`src/rtl/morse_sequencer_pkg.sv`:
```
// Shared definitions for the Morse sequencer: FSM state encoding, element bit
// patterns, the ROM output bundle and the pattern builder used by the ROM.
package morse_sequencer_pkg;

  localparam int CODE_W = 20;

  localparam logic [1:0]        DOT_BITS   = 2'b10;
  localparam logic [3:0]        DASH_BITS  = 4'b1110;
  localparam logic [CODE_W-1:0] SPACE_CODE = '0;

  typedef enum logic [2:0] {
    ST_IDLE  = 3'd0,
    ST_POP   = 3'd1,
    ST_ISSUE = 3'd2,
    ST_WAIT  = 3'd3,
    ST_DRAIN = 3'd4
  } state_t;

  typedef struct packed {
    logic              valid;
    logic              s3;
    logic              s7;
    logic [CODE_W-1:0] code;
  } rom_out_t;

  // len: element count (1..5); elems: bit4 is the first element, 1 = dash.
  // Elements are shifted in at the LSB end and the result is left-aligned.
  function automatic logic [CODE_W-1:0] build_code(input logic [2:0] len,
                                                   input logic [4:0] elems);
    logic [CODE_W-1:0] acc;
    logic [4:0]        e;
    logic [2:0]        left;
    int                used;
    acc  = '0;
    e    = elems;
    left = len;
    used = 0;
    for (int i = 0; i < 5; i++) begin
      if (left != 3'd0) begin
        if (e[4]) begin
          acc  = {acc[CODE_W-5:0], DASH_BITS};
          used = used + 4;
        end else begin
          acc  = {acc[CODE_W-3:0], DOT_BITS};
          used = used + 2;
        end
        left = left - 3'd1;
      end
      e = {e[3:0], 1'b0};
    end
    return acc << (CODE_W - used);
  endfunction

endpackage

```
`src/rtl/morse_sequencer_rom.sv`:
```
// Character-to-pattern ROM (combinational).
// Ports:
//   ascii  in   8   character code (lower case folded to upper here)
//   entry  out  23  {valid, s3, s7, code[19:0]}; valid=0 for unsupported codes
module morse_sequencer_rom
  import morse_sequencer_pkg::*;
(
  input  logic [7:0] ascii,
  output rom_out_t   entry
);

  logic [7:0] up;
  logic [7:0] tbl;  // {len[2:0], elems[4:0]}; zero means "not in table"

  always_comb begin
    up = ascii;
    if (ascii >= 8'h61 && ascii <= 8'h7A) up = ascii - 8'h20;

    tbl = 8'h00;
    case (up)
      "A": tbl = {3'd2, 5'b01000};
      "B": tbl = {3'd4, 5'b10000};
      "C": tbl = {3'd4, 5'b10100};
      "D": tbl = {3'd3, 5'b10000};
      "E": tbl = {3'd1, 5'b00000};
      "F": tbl = {3'd4, 5'b00100};
      "G": tbl = {3'd3, 5'b11000};
      "H": tbl = {3'd4, 5'b00000};
      "I": tbl = {3'd2, 5'b00000};
      "J": tbl = {3'd4, 5'b01110};
      "K": tbl = {3'd3, 5'b10100};
      "L": tbl = {3'd4, 5'b01000};
      "M": tbl = {3'd2, 5'b11000};
      "N": tbl = {3'd2, 5'b10000};
      "O": tbl = {3'd3, 5'b11100};
      "P": tbl = {3'd4, 5'b01100};
      "Q": tbl = {3'd4, 5'b11010};
      "R": tbl = {3'd3, 5'b01000};
      "S": tbl = {3'd3, 5'b00000};
      "T": tbl = {3'd1, 5'b10000};
      "U": tbl = {3'd3, 5'b00100};
      "V": tbl = {3'd4, 5'b00010};
      "W": tbl = {3'd3, 5'b01100};
      "X": tbl = {3'd4, 5'b10010};
      "Y": tbl = {3'd4, 5'b10110};
      "Z": tbl = {3'd4, 5'b11000};
      "0": tbl = {3'd5, 5'b11111};
      "1": tbl = {3'd5, 5'b01111};
      "2": tbl = {3'd5, 5'b00111};
      "3": tbl = {3'd5, 5'b00011};
      "4": tbl = {3'd5, 5'b00001};
      "5": tbl = {3'd5, 5'b00000};
      "6": tbl = {3'd5, 5'b10000};
      "7": tbl = {3'd5, 5'b11000};
      "8": tbl = {3'd5, 5'b11100};
      "9": tbl = {3'd5, 5'b11110};
      default: tbl = 8'h00;
    endcase

    entry = '0;
    if (up == 8'h20) begin
      entry.valid = 1'b1;
      entry.s7    = 1'b1;
      entry.code  = SPACE_CODE;
    end else if (tbl != 8'h00) begin
      entry.valid = 1'b1;
      entry.s3    = 1'b1;
      entry.code  = build_code(tbl[7:5], tbl[4:0]);
    end
  end

endmodule

```
`src/rtl/morse_sequencer.sv`:
```
// Morse sequencer: buffers ASCII characters in a small FIFO and hands one
// pattern at a time to the LED blinker with a one-cycle load strobe.
// Ports:
//   blinker_clk   in   clock, posedge
//   i_rst         in   asynchronous active-high reset
//   i_char        in   [7:0] character; i_char_valid qualifies it
//   o_char_ready  out  FIFO not full
//   i_ready       in   blinker idle
//   o_morse_code  out  [19:0] pattern, bit19 first
//   o_read        out  load strobe to the blinker
//   o_s3 / o_s7   out  letter-gap / word-gap requests for the held pattern
//   o_busy        out  FIFO non-empty or FSM not idle
//   o_err         out  one-cycle pulse when an unsupported char is dropped
//
// state | meaning
// IDLE  | nothing in flight; leave when the FIFO holds a character
// POP   | decode FIFO head, load holding regs (or flag error and drop)
// ISSUE | strobe o_read as soon as the blinker is ready
// WAIT  | blinker has the pattern; wait for it to go busy
// DRAIN | wait for the blinker to finish
module morse_sequencer
  import morse_sequencer_pkg::*;
#(
  parameter int FIFO_DEPTH = 8,
  parameter int PTR_W      = 3
) (
  input  logic              blinker_clk,
  input  logic              i_rst,
  input  logic [7:0]        i_char,
  input  logic              i_char_valid,
  output logic              o_char_ready,
  input  logic              i_ready,
  output logic [CODE_W-1:0] o_morse_code,
  output logic              o_read,
  output logic              o_s3,
  output logic              o_s7,
  output logic              o_busy,
  output logic              o_err
);

  localparam logic [PTR_W:0] FULL_COUNT = (PTR_W+1)'(FIFO_DEPTH);

  logic [7:0]       fifo_mem [FIFO_DEPTH];
  logic [PTR_W-1:0] wr_ptr;
  logic [PTR_W-1:0] rd_ptr;
  logic [PTR_W:0]   count;
  logic             push;
  logic             pop;
  logic             hold_load;
  state_t           state;
  state_t           state_nxt;
  rom_out_t         rom_q;

  assign o_char_ready = (count != FULL_COUNT);
  assign push         = i_char_valid & o_char_ready;
  assign pop          = (state == ST_POP);
  assign o_busy       = (count != '0) | (state != ST_IDLE);

  morse_sequencer_rom u_rom (
    .ascii (fifo_mem[rd_ptr]),
    .entry (rom_q)
  );

  // Storage needs no reset: count gates every read.
  always_ff @(posedge blinker_clk) begin
    if (push) fifo_mem[wr_ptr] <= i_char;
  end

  always_ff @(posedge blinker_clk or posedge i_rst) begin
    if (i_rst) begin
      wr_ptr <= '0;
      rd_ptr <= '0;
      count  <= '0;
    end else begin
      if (push) wr_ptr <= wr_ptr + 1'b1;
      if (pop)  rd_ptr <= rd_ptr + 1'b1;
      case ({push, pop})
        2'b10:   count <= count + 1'b1;
        2'b01:   count <= count - 1'b1;
        default: count <= count;
      endcase
    end
  end

  always_ff @(posedge blinker_clk or posedge i_rst) begin
    if (i_rst) begin
      state        <= ST_IDLE;
      o_morse_code <= '0;
      o_s3         <= 1'b0;
      o_s7         <= 1'b0;
    end else begin
      state <= state_nxt;
      if (hold_load) begin
        o_morse_code <= rom_q.code;
        o_s3         <= rom_q.s3;
        o_s7         <= rom_q.s7;
      end
    end
  end

  always_comb begin
    state_nxt = state;
    o_read    = 1'b0;
    o_err     = 1'b0;
    hold_load = 1'b0;
    case (state)
      ST_IDLE: if (count != '0) state_nxt = ST_POP;
      ST_POP: begin
        if (rom_q.valid) begin
          hold_load = 1'b1;
          state_nxt = ST_ISSUE;
        end else begin
          o_err     = 1'b1;
          state_nxt = ST_IDLE;
        end
      end
      ST_ISSUE: begin
        o_read = i_ready;
        if (i_ready) state_nxt = ST_WAIT;
      end
      ST_WAIT:  if (!i_ready) state_nxt = ST_DRAIN;
      ST_DRAIN: if (i_ready)  state_nxt = ST_IDLE;
      default:  state_nxt = ST_IDLE;
    endcase
  end

endmodule
```
`config.mk`:
```
export PLATFORM = sky130hd
export DESIGN_NAME = morse_sequencer
export DESIGN_NICKNAME = d
export VERILOG_FILES = /design/src/rtl/morse_sequencer_pkg.sv /design/src/rtl/morse_sequencer_rom.sv /design/src/rtl/morse_sequencer.sv
export SDC_FILE = /design/constraint.sdc
export NUM_CORES = 1
export LEC_CHECK = 0
export ABC_AREA = 1
export CAP_MARGIN = 40
export CORE_MARGIN = 8
export CORE_UTILIZATION = 65
export DETAILED_ROUTE_END_ITERATION = 16
export GPL_TIMING_DRIVEN = 0
export PLACE_DENSITY_LB_ADDON = 0.05
export SLEW_MARGIN = 0
export SYNTH_ARGS = -nofsm -noshare
export SYNTH_HDL_FRONTEND = slang
export SYNTH_HIERARCHICAL = 1
export SYNTH_SLANG_ARGS = --single-unit
```
`constraint.sdc`:
```
create_clock -name blinker_clk -period 21 [get_ports blinker_clk]
set_input_delay 3.15 -clock blinker_clk [delete_from_list [all_inputs] [get_ports blinker_clk]]
set_output_delay 3.15 -clock blinker_clk [all_outputs]
set_load 0.02 [all_outputs]
```
# [Yosys cells after proc, flatten, opt, wreduce, memory -nomap -nowiden]
# Memories as Yosys holds them, arrays and structs flattened.
# Cells that the tools add are included.
[totals] elab_cells=124 ff_bits=35 output_inout_bits=26 ramBits=64 mem_count=2 input_bits=12 mem_bits_ro=1024
[classes] eq_ne=12 addsub=18 mux=68 bitwise=2 magnitude_cmp=2 shift=1 reduce_logical=12
[memory_table] name="(no name shown)" words=128 word_bits=8 rd=1 rd_clocked_by_memory_dff=0 write_ports=0 line="morse_sequencer_rom.sv:20" rtl="case (up)"
[memory_table] name="fifo_mem" words=8 word_bits=8 rd=1 rd_clocked_by_memory_dff=0 write_ports=1 line="morse_sequencer.sv:43" rtl="logic [7:0] fifo_mem [FIFO_DEPTH];"
[op_table] cell="32-bit 2-to-1 mux" count=19
[op_table] cell="20-bit 2-to-1 mux" count=15
[op_table] cell="32-bit by 3-bit adder with 32-bit output, second input constant" count=4
[op_table] cell="32-bit by 4-bit adder with 32-bit output, second input constant" count=4
[op_table] cell="3-bit 2-to-1 mux" count=17
[op_table] cell="20-bit by 32-bit left shift with 20-bit output" count=1
[op_table] cell="6-bit by 32-bit subtractor with 32-bit output, first input constant" count=1
[op_table] cell="3-bit nonzero test" count=6
[op_table] cell="8-bit 2-to-1 mux" count=2
[op_table] cell="3-bit one-hot mux with 5 select lines" count=1
[op_table] cell="3-bit by 1-bit subtractor with 3-bit output, second input constant" count=4
[op_table] cell="1-bit 2-to-1 mux" count=10
[op_table] cell="8-bit by 6-bit == test with 1-bit output, second input constant" count=1
[op_table] cell="8-bit by 7-bit greater-or-equal comparator with 1-bit output, second input constant" count=1
[op_table] cell="8-bit by 7-bit less-or-equal comparator with 1-bit output, second input constant" count=1
[op_table] cell="2-bit != test, second input constant" count=4
[op_table] cell="4-bit one-hot mux with 2 select lines" count=1
[op_table] cell="8-bit nonzero test" count=1
[op_table] cell="8-bit by 6-bit subtractor with 8-bit output, second input constant" count=1
[op_table] cell="3-bit by 1-bit adder with 3-bit output, second input constant" count=2
[op_table] cell="3-bit by 2-bit == test with 1-bit output, second input constant" count=2
[op_table] cell="4-bit by 1-bit adder with 4-bit output, second input constant" count=1
[op_table] cell="2-bit 2-to-1 mux" count=2
[op_table] cell="4-bit 2-to-1 mux" count=1
[op_table] cell="other kinds (13)" count=13

# [Longest topological paths before layout]
# Gate-level depths: netlist (run 1).
# An unclocked memory read counts as a cell.
[logic_depth] ltp_word=34 mapped_depth=70 ltp_nobuf=65

# [Modules after synthesis]
# The synthesis (run 1) kept the hierarchy.
[by_module_without_submodules] module="morse_sequencer" n_inst=1 cells_each=395 seq_area_each_um2=2797.7 area_each_um2=4199.0
[by_module_without_submodules] module="morse_sequencer_rom" n_inst=1 cells_each=563 seq_area_each_um2=0.0 area_each_um2=3025.4

# [Least setup slack after synthesis (run 1)]
# No wires, ideal clock.
[synth_timing] kind="reg-to-reg" start="register rd_ptr[0]" end="register o_morse_code[16]" setup_time_ps=67 path_stages_with_launch=63 period_less_slack_ps=8254 path_buffers=6 slack_ps=12746 required_time_ps=20933 arrival_ps=8187 path_cell_list="dfrtp_1 > inv_2 > buf_4 > nor2_1 > o21ai_1 > nand2_1 > nand2_1 > inv_1 > ha_1 > nor2_2 > nand3_2 > nand4_1 > nand2_2 > inv_4 > buf_8 > nand3_2 > ha_1 > ha_1 > [27 not listed] > ha_1 > or2_4 > nand2_2 > nand2_2 > a21oi_1 > ha_1 > nor2_1 > nand2_1 > inv_1 > nand2_4 > nor2_8 > buf_6 > nand2_2 > o211ai_2 > nand2_1 > o21ai_1 > nand3_1 > nand2_1"
[synth_lines] item="start, declared" line="morse_sequencer.sv:45" rtl="logic [PTR_W-1:0] rd_ptr;"
[synth_lines] item="start signal, assigned" line="morse_sequencer.sv:76" rtl="if (pop) rd_ptr <= rd_ptr + 1'b1;"
[synth_lines] item="end signal, assigned" line="morse_sequencer.sv:94" rtl="o_morse_code <= rom_q.code;"
[synth_lines] item="end, declared" line="morse_sequencer.sv:33" rtl="output logic [CODE_W-1:0] o_morse_code,"

==> run_results.csv, run 1 <==
group,metric,value,unit
logic_synthesis,ys.flop_type,"edfxtp_1",
clock_tree,tritoncts.num_buffers,9,
route,vias,6567,
route,first_pass_iters,6,
grt,grt_pass1_wl,27410,µm
sta,tightest_slew,0.9548,ns
status,outcome,"completed",
clock_tree,clk_latency,0.36,ns
worst_setup_path,cpMaxStageDelayCell,"dfrtp_1",
grt,track_usage,0.2294,
sta,timing.final.crit_period,9.931,ns
route,wl,16550,µm
clock_tree,cts-resized-gates,0,
logic_synthesis,ys_seq_area_frac,0.3873,
clock_tree,hold_buffers,0,
logic_synthesis,synth_top_area_frac,0.2660,
logic_synthesis,synth-adder-area-share,0.05369,
route,vias_per_cell,5.686,
clock_tree,cts_setup_buffers,0,
logic_synthesis,synth_top_family_by_area,"simple AND/OR/NAND/NOR gates",
grt,grt_max_degree,22,
logic_synthesis,yosysTopAreaCell,"edfxtp_1",
floorplan,die_h,121.4,µm
worst_setup_path,cpMostUsedCell,"nand2_1",
flow_run,drv_cap,0,
worst_setup_path,crit_fanout,10,
sta,fin_crit_sh,0.4729,
sta,drv_slew,0,
logic_synthesis,synth.avg_cell_area,7.541,µm²
clock_tree,cts_buffer_depth,2,
worst_setup_path,crit_arrival,10.23,ns
worst_setup_path,crit_buf_inv,17,
logic_synthesis,netlist_instances,958,
logic_synthesis,async_reset_ff_frac,0.3535,
logic_synthesis,ys_ff_latch,99,
sta,setup_violations,0,
worst_setup_path,crit_path_end_kind,"flip-flop",
floorplan,fp.dieArea,14740,µm²
route,drt-wirelength-per-cell,14.33,µm
clock_tree,clock_sinks,99,
logic_synthesis,yosys.area_share.simple,0.3533,
floorplan,core-area,10840,µm²
logic_synthesis,synth_cell_types,55,
floorplan,die_w,121.4,µm
logic_synthesis,syn-num-nets,1001,
logic_synthesis,yosys-top-cells-count,"nand2_1, nor2_1, inv_1, nand3_1, edfxtp_1",
worst_setup_path,worstSetupPathType,"flip-flop to flip-flop",
worst_setup_path,cpLargestDelayFamily,"simple AND/OR/NAND/NOR gates",
clock_tree,cts_tree,"yes",
clock_tree,htreeDepth,3,
sta,slew_headroom,0.3611,
layout,area_growth,10.82,%
placed_design,place_hpwl,12500,µm
layout,drive_above_1_share,0.1320,
layout,multi_input_area,3816,µm²
sta,final.setup_skew,0.007785,ns
worst_hold_path,min_path_type,"flip-flop to flip-flop",
sta,hold_viol,0,
floorplan,io_pins,38,
sta,grt_setup_unrepaired,"false",
logic_synthesis,muxShareOfSynthArea,0,
logic_synthesis,synth_compound_area_frac,0.1089,
logic_synthesis,synth.most_common_cell,"nand2_1",
logic_synthesis,synth_xor_area_frac,0.01178,
sta,fin_tns_setup,0,ns
grt,overflow,0,
clock_tree,root_buffer,"clkbuf_8",
layout,fin_nets,1053,
floorplan,rows,38,
grt,grt_pass1_vias,5957,
logic_synthesis,netlist_area,7224,µm²
route,drc,0,
worst_setup_path,max_stage_delay,0.48,ns
layout,fillCellCount,885,
logic_synthesis,synthTopCellsByArea,"edfxtp_1, nand2_1, dfrtp_1, nor2_1, nand3_1",
logic_synthesis,yosysWarnings,6,
clock_tree,clk_pin_slew,0.09,ns
sta,fmax,0.1007,GHz
worst_setup_path,cp-start-kind,"flip-flop",
layout,seqCellArea,2798,µm²
placed_design,gp_congestion,0.8995,
worst_setup_path,required,21.30,ns
floorplan,initial_core_util,0.6664,
grt,grt_antenna_before_repair,0,
placed_design,portBuffers,37,
route,drt-initial-drc-count,589,
layout,diodes,0,
logic_synthesis,synth_edf_count,64,
route,antenna_left,0,
worst reg2reg max path, delay by kind of cell (launching register included):
kind                     cells  cell delay [ns]
adder cells (fa/ha/maj)      9             2.00
AO/OA/AOI/OAI                4             0.64
flip-flops                   1             0.48
AND/OR/NAND/NOR             34             4.14
buffers and inverters       17             2.61
sequential cells by signal (all words and copies together), names as in the netlist:
| name | cells |
|---|---|
| wr_ptr | 3 |
| o_s3 | 1 |
| rd_ptr | 3 |
| count | 4 |
| o_s7 | 1 |
| fifo_mem | 64 |
| state | 3 |
| o_morse_code | 20 |
metal layers:
metal | vias up | track usage | part of all wire
met3 | 38 | 0.02513 | 0.052
met2 | 233 | 0.3772 | 0.47
met1 | 3026 | 0.3044 | 0.45
met4 | 0 | 0.08867 | 0.027
met5 | - | 0 | 0
li1 | 3270 | - | -
cell type report:
type,count,share of cell area
Multi-Input combinational cell,728,0.4766
Sequential cell,99,0.3494
Timing Repair Buffer,41,0.05157
Inverter,100,0.04782
Buffer,31,0.02844
Tap cell,140,0.02188
Clock buffer,11,0.01641
Clock inverter,5,0.007814
cell families after synthesis:
kind of cell | after synthesis
other cells | 1
flops | 99
fa+ha+maj | 31
compound gates | 135
xor+xnor | 8
buf+inv | 131
simple gates | 553
layout by cell type (no fill, tap or decap), drive strengths merged:
cell type / netlist / final
nand3b: 1 / 1
inv: 98 / 99
nand3: 93 / 93
ha: 31 / 31
nor3: 8 / 8
a21oi: 23 / 23
buf: 26 / 30
dfrtp: 35 / 35
bufinv: 0 / 1
a22oi: 2 / 2
nand2: 286 / 286
nor3b: 1 / 1
xnor2: 3 / 3
conb: 1 / 1
or2: 8 / 8
o22ai: 12 / 12
clkbuf: 5 / 16
xor2: 5 / 5
a31oi: 2 / 2
o31ai: 1 / 1
nand4: 12 / 12
clkinv: 2 / 5
o221ai: 3 / 3
clkdlybuf4s50: 0 / 37
o21a: 1 / 1
o211ai: 7 / 7
nor2: 141 / 141
edfxtp: 64 / 64
a221oi: 5 / 5
o21ai: 79 / 79
and2: 2 / 2
nor4: 1 / 1
worst paths after layout:
kind,startpoint,end,slack [ns],depth (start not counted)
max,rd_ptr[1]$_DFFE_PP0N_,o_morse_code[14]$_DFFE_PP0P_,11.07,64
min,o_morse_code[12]$_DFFE_PP0P_,o_morse_code[12]$_DFFE_PP0P_,0.48,2
max reg2reg,rd_ptr[1]$_DFFE_PP0N_,o_morse_code[14]$_DFFE_PP0P_,11.07,64
min reg2reg,o_morse_code[12]$_DFFE_PP0P_,o_morse_code[12]$_DFFE_PP0P_,0.48,2
max in group asynchronous,i_rst,o_morse_code[12]$_DFFE_PP0P_,17.30,4
min in group asynchronous,i_rst,wr_ptr[2]$_DFFE_PP0P_,3.09,2
per-stage QoR:
stage	setup WS (ns)	area (µm²)	utilization	cells	hold WS (ns)
CTS	11.15	7991	0.7372	1154	0.4780
floorplan	12.75	7224	-	958	0.4938
global route	10.03	8006	0.7386	1155	0.4986
detailed placement	11.21	7797	0.7193	1138	0.4580
global placement	11.29	7770	0.7168	1135	0.4542
finish	11.07	8006	0.7386	1155	0.4779
Power of run 1 is not shown: default switching activity piles up to over one toggle a cycle in this logic, so the estimate is an artifact.
==> inputs of run 2 (changes only) <==
--- a/config.mk
+++ b/config.mk
@@ -8,7 +8,7 @@
 export ABC_AREA = 1
 export CAP_MARGIN = 40
 export CORE_MARGIN = 8
-export CORE_UTILIZATION = 65
+export CORE_UTILIZATION = 55
 export DETAILED_ROUTE_END_ITERATION = 16
 export GPL_TIMING_DRIVEN = 0
 export PLACE_DENSITY_LB_ADDON = 0.05
==> constraint.sdc (replaced) <==
create_clock -name blinker_clk -period 8.9 [get_ports blinker_clk]
set_input_delay 1.335 -clock blinker_clk [delete_from_list [all_inputs] [get_ports blinker_clk]]
set_output_delay 1.335 -clock blinker_clk [all_outputs]
set_load 0.02 [all_outputs]
==> run_results.csv, run 2 (synthesis results as in run 1) <==
group,metric,value,unit
status,outcome,"completed",
grt,grt_max_degree,21,
layout,mostFrequentLayoutCell,"nand2_1",
clock_tree,tritoncts.num_buffers,9,
sta,timing.final.crit_period,8.271,ns
grt,overflow,0,
grt,grt_pass1_vias,6033,
sta,hold_viol,0,
clock_tree,clk_pin_slew,0.07,ns
route,wl,17530,µm
route,drt-wirelength-per-cell,14.41,µm
route,drc,0,
layout,area_growth,18.98,%
grt,grt_antenna_before_repair,0,
layout,utilization,0.6596,
worst_setup_path,max_stage_delay,0.51,ns
route,drt-initial-drc-count,501,
worst_setup_path,cpMaxStageDelayCell,"dfrtp_2",
placed_design,portBuffers,37,
floorplan,fp.dieArea,17060,µm²
sta,drv_slew,0,
clock_tree,htreeDepth,3,
placed_design,place_hpwl,12880,µm
layout,fin_nets,1079,
sta,fin_crit_sh,0.9294,
floorplan,io_pins,38,
grt,grt_pass1_wl,28900,µm
layout,largest_reg_flops,64,
floorplan,initial_core_util,0.5543,
sta,fmax,0.1209,GHz
layout,seqCellArea,2799,µm²
worst_setup_path,cp-start-kind,"flip-flop",
route,antenna_left,0,
layout,diodes,0,
layout,fillCellCount,1173,
layout,drive_above_1_share,0.1940,
floorplan,rows,42,
sta,tightest_slew,0.9334,ns
clock_tree,root_buffer,"clkbuf_16",
layout,multi_input_area,3999,µm²
worst_setup_path,crit_buf_inv,16,
clock_tree,cts_tree,"yes",
worst_setup_path,crit_arrival,8.56,ns
sta,setup_violations,0,
worst_setup_path,worstSetupPathType,"flip-flop to flip-flop",
worst_setup_path,crit_fanout,10,
route,first_pass_iters,6,
worst_setup_path,required,9.19,ns
floorplan,die_h,130.6,µm
floorplan,core-area,13030,µm²
route,vias,6482,
layout,top_register,"fifo_mem",
clock_tree,clock_sinks,99,
floorplan,die_w,130.6,µm
layout,reg_top3,"fifo_mem (64), o_morse_code (20), count (4)",
worst_setup_path,cpMostUsedCell,"nand2_1",
layout,most-common-layout-cells,"nand2_1, nor2_1, nand3_1",
grt,track_usage,0.2126,
worst_hold_path,min_path_type,"flip-flop to flip-flop",
worst_setup_path,crit_path_end_kind,"flip-flop",
route,vias_per_cell,5.326,
sta,slew_headroom,0.3754,
clock_tree,cts_buffer_depth,2,
flow_run,drv_cap,0,
worst_setup_path,cpLargestDelayFamily,"simple AND/OR/NAND/NOR gates",
placed_design,gp_congestion,0.8633,
sta,final.setup_skew,0.005914,ns
clock_tree,clk_latency,0.34,ns
-- run 2: changes by cell type in the layout (fill, tap and decap cells not counted), moves of 4 or more --
cell	change
buf_4	+27
clkbuf_8	-9
nand2_2	+4
clkbuf_1	-4
inv_6	+4
clkbuf_16	+10
ha_1	-6
inv_1	-9
ha_4	+5
nor2_1	-4
nand2_1	-8
-- run 2: final timing paths --
check | startpoint | end | slack [ns] | cells after the start
max in group asynchronous | i_rst | rd_ptr[0]$_DFFE_PP0N_ | 6.98 | 3
setup / recovery | rd_ptr[0]$_DFFE_PP0N_ | o_morse_code[14]$_DFFE_PP0P_ | 0.63 | 64
setup reg to reg | rd_ptr[0]$_DFFE_PP0N_ | o_morse_code[14]$_DFFE_PP0P_ | 0.63 | 64
hold reg to reg | o_morse_code[12]$_DFFE_PP0P_ | o_morse_code[12]$_DFFE_PP0P_ | 0.47 | 2
min in group asynchronous | i_rst | wr_ptr[2]$_DFFE_PP0P_ | 1.39 | 2
hold / removal | o_morse_code[12]$_DFFE_PP0P_ | o_morse_code[12]$_DFFE_PP0P_ | 0.47 | 2
-- run 2: layout make-up --
| cell class | instances | area share |
|---|---|---|
| Multi-Input combinational cell | 728 | 0.4652 |
| Sequential cell | 99 | 0.3256 |
| Timing Repair Buffer | 68 | 0.07394 |
| Inverter | 100 | 0.04716 |
| Buffer | 30 | 0.02868 |
| Clock buffer | 9 | 0.02620 |
| Tap cell | 176 | 0.02562 |
| Clock inverter | 7 | 0.007569 |
-- run 2: what timing repair did --
| item | in CTS | in global routing |
|---|---|---|
| resized for setup | 18 | 51 |
| endpoints found under the setup margin | 19 | 19 |
| hold buffers | 0 | 0 |
| setup buffers | 1 | 23 |
| pin swaps | 0 | 20 |
| cloned | 0 | 2 |
-- run 2: routing by layer --
metal | GRT usage | routed length [µm] | vias to the layer above
met1 | 0.2860 | 8011 | 2979
li1 | - | - | 3314
met5 | 0 | 0 | -
met2 | 0.3383 | 8426 | 166
met3 | 0.03653 | 774 | 23
met4 | 0.07698 | 320 | 0
-- run 2: metrics by stage --
| stage | worst slack [ns] | area [µm²] | cells | hold WS, ns | setup TNS, ns |
|---|---|---|---|---|---|
| floorplan | 0.6459 | 7224 | 958 | 0.4938 | 0 |
| detailed placement | -0.9019 | 7870 | 1176 | 0.4593 | -15.23 |
| CTS | 0.009885 | 8202 | 1192 | 0.4755 | 0 |
| finish | 0.6286 | 8596 | 1217 | 0.4733 | 0 |
| global placement | -0.8763 | 7815 | 1171 | 0.4540 | -14.73 |
| global route | -0.03772 | 8596 | 1217 | 0.5033 | -0.07701 |
-- run 2: worst register-to-register path, delay by kind of cell, from the launching register on --
family | cells | cell delay [ns]
AOI/OAI and AO/OA | 4 | 0.57
adders and majority gates | 10 | 1.89
buffers and inverters | 16 | 1.60
DFF | 1 | 0.51
and+or+nand+nor | 34 | 3.64
Power of run 2 is left out for the same reason.
==> inputs of run 3 (changes only) <==
==> constraint.sdc (replaced) <==
create_clock -name blinker_clk -period 8.9 [get_ports blinker_clk]
set_input_delay 0.89 -clock blinker_clk [delete_from_list [all_inputs] [get_ports blinker_clk]]
set_output_delay 0.89 -clock blinker_clk [all_outputs]
set_load 0.02 [all_outputs]
==> results of run 3 <==
Same layout as run 2 (identical final DEF). Status: completed.
Power of run 3 is left out for the same reason.
